===== config.mk =====
export PLATFORM = sky130hd
export DESIGN_NAME = alu_exc_unit_flat
export DESIGN_NICKNAME = d
export VERILOG_FILES = /design/src/rtl/alu_exc_unit_pkg.sv /design/src/rtl/alu_exc_unit_if.sv /design/src/rtl/alu_exc_unit_prio_enc.sv /design/src/rtl/alu_exc_unit.sv /design/src/flat_wrapper.sv
export SDC_FILE = /design/constraint.sdc
export NUM_CORES = 1
export LEC_CHECK = 0
export ABC_AREA = 1
export CAP_MARGIN = 20
export CORE_ASPECT_RATIO = 0.7
export CORE_MARGIN = 3
export CORE_UTILIZATION = 31
export CTS_CLUSTER_SIZE = 12
export DETAILED_ROUTE_END_ITERATION = 12
export PLACE_DENSITY = 0.69
export SETUP_SLACK_MARGIN = 0.4
export SLEW_MARGIN = 20
export SYNTH_ARGS = -nofsm -noshare
export SYNTH_HDL_FRONTEND = slang
export SYNTH_SLANG_ARGS = --single-unit

===== constraint.sdc =====
create_clock -name clk -period 2.6 [get_ports clk]
set_input_delay 0.39 -clock clk [delete_from_list [all_inputs] [get_ports clk]]
set_output_delay 0.39 -clock clk [all_outputs]
set_load 0.01 [all_outputs]

===== src/rtl/alu_exc_unit_pkg.sv =====
// Shared exception definitions: cause codes and ALU status bit positions,
// common to the ALU, the decoder and the exception unit.
package alu_exc_unit_pkg;

  typedef enum logic [1:0] {
    CAUSE_NONE     = 2'd0,
    CAUSE_MISALIGN = 2'd1,
    CAUSE_DIVZERO  = 2'd2,
    CAUSE_MULOVF   = 2'd3
  } cause_e;

  localparam int ST_MULOVF_BIT   = 6;
  localparam int ST_MISALIGN_BIT = 3;
  localparam int ST_DIVZERO_BIT  = 2;

  localparam int DATA_W   = 32;
  localparam int STATUS_W = 8;
  localparam int COUNT_W  = 8;

endpackage


===== src/rtl/alu_exc_unit_if.sv =====
// EX-stage fault bus between the pipeline (master) and the exception unit
// (slave).
interface alu_exc_unit_if;
  import alu_exc_unit_pkg::*;

  logic                valid_in;
  logic [DATA_W-1:0]   pc_in;
  logic [DATA_W-1:0]   alu_result;
  logic [STATUS_W-1:0] alu_status;
  logic                chk_align;
  logic                chk_div;
  logic                chk_mulovf;
  logic                eret;
  logic                exc_flush;
  logic [DATA_W-1:0]   redirect_pc;
  logic                exc_pending;
  logic [DATA_W-1:0]   epc;
  logic [1:0]          cause;
  logic [DATA_W-1:0]   badvaddr;
  logic [COUNT_W-1:0]  exc_count;

  modport master (
    output valid_in, pc_in, alu_result, alu_status,
           chk_align, chk_div, chk_mulovf, eret,
    input  exc_flush, redirect_pc, exc_pending, epc, cause, badvaddr, exc_count
  );

  modport slave (
    input  valid_in, pc_in, alu_result, alu_status,
           chk_align, chk_div, chk_mulovf, eret,
    output exc_flush, redirect_pc, exc_pending, epc, cause, badvaddr, exc_count
  );

endinterface


===== src/rtl/alu_exc_unit_prio_enc.sv =====
// Fixed-priority encoder: qualified faults to a single cause code.
// Misaligned beats divide-by-zero beats multiply overflow.
module exc_prio_enc
  import alu_exc_unit_pkg::*;
(
  input  logic       flt_align,
  input  logic       flt_div,
  input  logic       flt_mulovf,
  output logic       fault,
  output logic [1:0] cause
);

  always_comb begin
    fault = flt_align | flt_div | flt_mulovf;
    cause = CAUSE_NONE;
    if (flt_align)       cause = CAUSE_MISALIGN;
    else if (flt_div)    cause = CAUSE_DIVZERO;
    else if (flt_mulovf) cause = CAUSE_MULOVF;
  end

endmodule


===== src/rtl/alu_exc_unit.sv =====
// EX-stage exception unit: accepts one fault, pulses a pipeline flush,
// then holds the exception until eret.
module alu_exc_unit
  import alu_exc_unit_pkg::*;
#(
  parameter logic [31:0] HANDLER_PC = 32'h8000_0180
) (
  input  logic          clk,
  input  logic          rst_n,
  alu_exc_unit_if.slave bus
);

  typedef enum logic [1:0] {
    S_IDLE  = 2'd0,
    S_FLUSH = 2'd1,
    S_HOLD  = 2'd2
  } state_e;

  state_e              state_q, state_d;
  logic                accept;
  logic                fault;
  logic [1:0]          cause_enc;
  logic                flush_q;
  logic                pending_q;
  logic [DATA_W-1:0]   epc_q;
  logic [1:0]          cause_q;
  logic [DATA_W-1:0]   badvaddr_q;
  logic [COUNT_W-1:0]  count_q;

  exc_prio_enc u_prio_enc (
    .flt_align  (bus.valid_in & bus.chk_align  & bus.alu_status[ST_MISALIGN_BIT]),
    .flt_div    (bus.valid_in & bus.chk_div    & bus.alu_status[ST_DIVZERO_BIT]),
    .flt_mulovf (bus.valid_in & bus.chk_mulovf & bus.alu_status[ST_MULOVF_BIT]),
    .fault      (fault),
    .cause      (cause_enc)
  );

  // eret is only honoured in HOLD, and there it outranks any new fault.
  always_comb begin
    state_d = state_q;
    accept  = 1'b0;
    unique case (state_q)
      S_IDLE: begin
        if (fault) begin
          state_d = S_FLUSH;
          accept  = 1'b1;
        end
      end
      S_FLUSH: state_d = S_HOLD;
      S_HOLD:  if (bus.eret) state_d = S_IDLE;
      default: state_d = S_IDLE;
    endcase
  end

  always_ff @(posedge clk or negedge rst_n) begin
    if (!rst_n) begin
      state_q    <= S_IDLE;
      flush_q    <= 1'b0;
      pending_q  <= 1'b0;
      epc_q      <= '0;
      cause_q    <= CAUSE_NONE;
      badvaddr_q <= '0;
      count_q    <= '0;
    end else begin
      state_q   <= state_d;
      flush_q   <= accept;
      pending_q <= (state_d != S_IDLE);
      if (accept) begin
        epc_q   <= bus.pc_in;
        cause_q <= cause_enc;
        if (cause_enc == CAUSE_MISALIGN) badvaddr_q <= bus.alu_result;
        if (count_q != {COUNT_W{1'b1}}) count_q <= count_q + 1'b1;
      end
    end
  end

  assign bus.exc_flush   = flush_q;
  assign bus.exc_pending = pending_q;
  assign bus.epc         = epc_q;
  assign bus.cause       = cause_q;
  assign bus.badvaddr    = badvaddr_q;
  assign bus.exc_count   = count_q;
  assign bus.redirect_pc = HANDLER_PC;

endmodule

===== src/flat_wrapper.sv =====
// flat-port wrapper written by rule: the top's interface ports become plain ports
module alu_exc_unit_flat import alu_exc_unit_pkg::*;
#(
  parameter logic [31:0] HANDLER_PC = 32'h8000_0180
)
  (clk, rst_n, bus_valid_in, bus_pc_in, bus_alu_result, bus_alu_status, bus_chk_align, bus_chk_div, bus_chk_mulovf, bus_eret, bus_exc_flush, bus_redirect_pc, bus_exc_pending, bus_epc, bus_cause, bus_badvaddr, bus_exc_count);
  alu_exc_unit_if bus_i ();
  input  logic clk;
  input  logic rst_n;
  input wire logic [$bits(bus_i.valid_in)-1:0] bus_valid_in;
  input wire logic [$bits(bus_i.pc_in)-1:0] bus_pc_in;
  input wire logic [$bits(bus_i.alu_result)-1:0] bus_alu_result;
  input wire logic [$bits(bus_i.alu_status)-1:0] bus_alu_status;
  input wire logic [$bits(bus_i.chk_align)-1:0] bus_chk_align;
  input wire logic [$bits(bus_i.chk_div)-1:0] bus_chk_div;
  input wire logic [$bits(bus_i.chk_mulovf)-1:0] bus_chk_mulovf;
  input wire logic [$bits(bus_i.eret)-1:0] bus_eret;
  output wire logic [$bits(bus_i.exc_flush)-1:0] bus_exc_flush;
  output wire logic [$bits(bus_i.redirect_pc)-1:0] bus_redirect_pc;
  output wire logic [$bits(bus_i.exc_pending)-1:0] bus_exc_pending;
  output wire logic [$bits(bus_i.epc)-1:0] bus_epc;
  output wire logic [$bits(bus_i.cause)-1:0] bus_cause;
  output wire logic [$bits(bus_i.badvaddr)-1:0] bus_badvaddr;
  output wire logic [$bits(bus_i.exc_count)-1:0] bus_exc_count;
  assign bus_i.valid_in = bus_valid_in;
  assign bus_i.pc_in = bus_pc_in;
  assign bus_i.alu_result = bus_alu_result;
  assign bus_i.alu_status = bus_alu_status;
  assign bus_i.chk_align = bus_chk_align;
  assign bus_i.chk_div = bus_chk_div;
  assign bus_i.chk_mulovf = bus_chk_mulovf;
  assign bus_i.eret = bus_eret;
  assign bus_exc_flush = bus_i.exc_flush;
  assign bus_redirect_pc = bus_i.redirect_pc;
  assign bus_exc_pending = bus_i.exc_pending;
  assign bus_epc = bus_i.epc;
  assign bus_cause = bus_i.cause;
  assign bus_badvaddr = bus_i.badvaddr;
  assign bus_exc_count = bus_i.exc_count;
  alu_exc_unit #(.HANDLER_PC(HANDLER_PC)) u_core (.clk(clk), .rst_n(rst_n), .bus(bus_i));
endmodule

After elaboration in Yosys (flattened, before gate mapping)
Cells that the tools add are included.
{"block": "totals", "reg_bits": 78, "input_bits": 79, "out_inout_bits": 108}
{"block": "op_classes", "add_sub_neg": 1, "eq_ne": 4, "mux": 8, "bitwise": 8, "reduce_logical": 4}
{"op": "two-way mux 2 bit", "count": 5}
{"op": "adder 8 x 1 -> 8 bit, second input constant", "count": 1}
{"op": "!= test 8 bit, second input constant", "count": 1}
{"op": "bitwise AND 1 bit", "count": 6}
{"op": "one-hot mux 2 bit (3 select lines)", "count": 1}
{"op": "== test 2 x 1 -> 1 bit, second input constant", "count": 2}
{"op": "AND reduction 2 bit", "count": 2}
{"op": "== test 2 bit, second input constant", "count": 1}
{"op": "logical NOT 2 bit", "count": 1}
{"op": "two-way mux 1 bit", "count": 2}
{"op": "OR 1 bit", "count": 2}
{"op": "nonzero test 2 bit", "count": 1}

Longest topological paths before layout
{"block": "logic_depth", "depth_word": 7, "mapped_depth": 8, "ltp_nobuf": 8}

By module
Synthesis repeated with hierarchy kept, for this count alone.
{"block": "unflattened", "cells_unflattened": 402, "hier_area_um2": 3613.5}
{"module": "alu_exc_unit", "instances": 1, "cells_per_inst": 395, "area_each_um2": 3584.7, "seq_area_each_um2": 1951.9}
{"module": "exc_prio_enc", "instances": 1, "cells_per_inst": 7, "area_each_um2": 28.8, "seq_area_each_um2": 0.0}

Worst setup path after synthesis
Ideal clock, no wire load.
{"block": "synth_path", "kind": "reg2reg", "startpoint": "reg u_core.count_q[0], in the netlist u_core.bus.exc_count[0]", "endpoint": "reg u_core.count_q[6], in the netlist u_core.bus.exc_count[6]", "setup_ns": 0.116, "arrival_ns": 1.209, "setup_slack_ns": 1.274, "stages_incl_launch_ff": 8, "synth_period_minus_slack_ns": 1.326, "path_cell_list": "dfrtp_1 ha_1 nand2_1 inv_1 nand4_1 nand2_1 nand2_1 nand2_1"}
{"block": "synth_between", "elab_chain_cells": 2, "elab_cells_between_ends": 3}
{"element": "start, declared", "line": "alu_exc_unit.sv:28", "source": "logic [COUNT_W-1:0] count_q;"}
{"element": "start signal, assigned", "line": "alu_exc_unit.sv:72", "source": "if (count_q != {COUNT_W{1'b1}}) count_q <= count_q + 1'b1;"}
{"element": "parallel branches: the longest is 2 deep, another holds adder 8 x 1 -> 8 bit"}
Several ways; the timed one is not identified.
A chain may end at the register's enable or synchronous reset.

Worst setup path after layout
{"block": "layout_path", "startpoint": "reg u_core.count_q[2], in the netlist u_core.bus.exc_count[2]", "endpoint": "out bus_exc_count[2]"}
{"element": "end, declared", "line": "flat_wrapper.sv:24", "source": "output wire logic [$bits(bus_i.exc_count)-1:0] bus_exc_count;"}
No word-level cell between the ends.

==> results list <==
- Synthesized area: 0.00340 mm²
- Walking the worst path, the cells encountered are clkdlybuf4s50_1.
- Setup repair after global routing left no endpoint under its margin.
- Power Density: 1090 mW/mm²
- In this run the vertical extent of the chip is 93.7 µm.
- For this block, the via count after detailed routing is a little under 3000.
* Gates resized, CTS repair: 0
* Final antenna-violating net count: 0
- Vias in the first global route: 2926
- TritonCTS built the clock tree.
* Final-layout worst hold slack: 0.0623 ns
* Number of port buffers: 149
- First-pass iteration count of the detailed router: 4
* Warnings from Yosys: 0
- STA classifies the critical path startpoint as a flip-flop.
- Worst min-delay path category: primary input to async pin
- Global router's overall resource usage: 14.2%
- Synthesis produced 398 cells.
* Sequential element share of the synthesized area: 57.4%
- Data arrives at the worst endpoint at roughly 1.4 ns.
- The repair_antennas step left the layout with diodes totalling 0.
- The number of max-slew violations in the final report is 0.
- Post-synthesis register bit count: 78
- Static timing analysis puts the maximum clock frequency at 0.564 GHz.
- Setup CP Type: flip-flop to output port
- Fill cells in the final layout number 1007.
- H-Tree Depth: 3
- DRC violation count after routing: 0
- IO Pins: 187
- Area of the die: 0.0123 mm²
- TritonCTS created 9 clock buffers.
- The first global-routing pass estimated 14100 µm of wire.
- Required time at the worst-slack endpoint: 2.21 ns
* Core box area: 0.0105 mm²
- Die width: 131 µm
- After detailed routing, the average wire length per cell comes to 12.4 µm.
- Crit path max-delay family: buffers and inverters
- Number of clock sinks: 78
- The clock passes through at most 2 buffers.
* Root Buffer Master: clkbuf_16
- DP Cell Count: ~690
- Setup Total Neg Slack: 0 ns
- Of all nets on the critical path, the largest fanout is 7.
- Detailed-route vias per instance: 4.13
- Worst vdd ir: 0.495 mV
- Antenna violations before repair: 0
- Subtracting the final worst setup slack from the clock period gives 1.77 ns.
- The number of different library cells used by synthesis comes to 21.
* Fin area: 0.00525 mm²
- Placement row count: 31
- Once the floorplan was initialized, standard cells occupied 32.4% of the core.
- DP Area: 0.00492 mm²
- In this run, post-CTS hold repair placed 0 buffers.
- For this design, the slowest cell found on the critical path is clkdlybuf4s50_1.
- Max-cap violations: 0
- In this run the mean area of a mapped cell was 8.55 µm².
- Critical path buffers and inverters: 1
- Summed over all cells, the static leakage comes to 2.63 nW.
- The congestion estimate from routability-driven global placement came to between 0.8 and 0.9.
- For the final database, setup skew stands at 0.00375 ns.
- For the worst-skew pair, the clock arrives at the later sink with an insertion delay of about 0.33 ns.
- Of the cells placed in the final design, the portion with a size suffix greater than 1 is 4.69%.
- After clock tree synthesis, the clock-pin slew on the worst setup and hold paths is 0.06 ns.
* Run status: complete, no violations
- Number of design-rule violations left by the first detailed-router iteration: 77
* Post-layout nets: roughly 630
- Maximum number of pins on one net before global-route repair: 79
* Wirelength, routed: roughly 8700 µm
- Total grt overflow: 0
- Area added between synthesis and finish: 54.3%
* Delay of the slowest critical-path stage: between 0.5 and 0.6 ns
- The number of failing hold endpoints at the final stage is 0.
- The final critical path takes up 68.2% of the cycle.
- Post-detail-place hpwl: 6370 µm
- In this run the post-CTS setup repair buffer count came out at 0.
- Final instance count without filler cells: approximately 700
- Total setup violations reported at the end of the flow: 0
- The worst setup path is captured at an output port.
-- placed cells by master (no fill, tap or decap), types with 5 or more instances in the layout --
cell type        netlist  final
nor2_1                 5      5
nand3_1               11     11
buf_4                 35      6
clkbuf_16              0      9
dfrtp_1               78     78
nand2_1              231    231
conb_1                 2     32
clkdlybuf4s50_1        0    148
inv_1                  9      9
-- cell families after synthesis --
logic type                 count (synthesis)  share of synthesized area [%]
buffers and inverters                     54                           10.7
xor gates and xnor gates                   3                          0.772
other                                      2                          0.221
and+or+nand+nor                          255                           29.7
DFF                                       78                           57.4
AOI/OAI and AO/OA                          5                          0.809
adders and majority gates                  1                          0.368
-- sequential cells by signal, summed over array words and instances, names as in the netlist --
name	flops
u_core.bus.exc_count	8
u_core.bus.cause	2
u_core.bus.exc_pending	1
u_core.bus.epc	32
u_core.bus.badvaddr	32
u_core.state_q	2
u_core.bus.exc_flush	1
-- cell usage after synthesis (all sizes together) --
cell type / instances / area [µm²]
nand2: 233 / 880
dfrtp: 78 / 1950
buf: 40 / 313
nand3: 11 / 55.1
inv: 9 / 33.8
nor2: 6 / 30.0
clkbuf: 5 / 18.8
nand4: 4 / 40.0
o21ai: 3 / 15.0
conb: 2 / 7.51
xnor2: 2 / 17.5
a21oi: 1 / 5.00
ha: 1 / 12.5
nand3b: 1 / 7.51
o21a: 1 / 7.51
xor2: 1 / 8.76
-- routing by layer --
| metal | global-route usage (%) | share of wire, % | up-vias |
|---|---|---|---|
| met5 | 0 | 0 | - |
| met4 | 4.46 | 1.2 | 0 |
| met3 | 8.03 | 11 | 12 |
| met2 | 22.7 | 48 | 93 |
| met1 | 16.3 | 40 | 1349 |
| li1 | - | - | 1448 |
-- worst paths after layout --
path,start,cells past startpoint,endpoint,slack [ns]
max,u_core.bus.exc_count[2]$_DFFE_PN0P_,1,bus_exc_count[2],0.83
min,rst_n,2,u_core.bus.epc[26]$_DFFE_PN0P_,0.06
max reg2reg,u_core.bus.exc_count[0]$_DFFE_PN0P_,7,u_core.bus.exc_count[7]$_DFFE_PN0P_,1.09
min reg2reg,u_core.bus.epc[5]$_DFFE_PN0P_,2,u_core.bus.epc[5]$_DFFE_PN0P_,0.48
max in group asynchronous,rst_n,2,u_core.bus.badvaddr[5]$_DFFE_PN0P_,2.17
min in group clk,u_core.bus.epc[5]$_DFFE_PN0P_,2,u_core.bus.epc[5]$_DFFE_PN0P_,0.48
-- report_power, final --
part | switching (mW) | internal [mW] | leakage [nW] | total (mW)
clock network | 0.470 | 0.918 | 0.166 | 1.39
registers | 0.317 | 1.75 | 0.976 | 2.07
logic | 1.01 | 1.25 | 1.49 | 2.26
total | 1.80 | 3.92 | 2.63 | 5.71
-- through the flow --
stage          util (%)  setup slack, ns  power (mW)
6_report           50.0            0.827        5.71
5_1_grt            50.0            0.736        6.12
4_1_cts            50.0            0.808        5.82
3_5_place_dp       46.8            0.575        4.38
3_3_place_gp       46.8            0.588        4.31
2_1_floorplan         -             1.27        3.01
-- cell type report --
class	instances	area (µm²)	area share, %
clock buffer	13	270	5.15
timing repair buffer	155	1550	29.4
multi-input combinational	296	1200	22.8
tap	148	185	3.53
clock inverter	3	65.1	1.24
inverter	9	33.8	0.643
sequential	78	1950	37.2
Note: power is estimated with default switching activity, not from simulation.
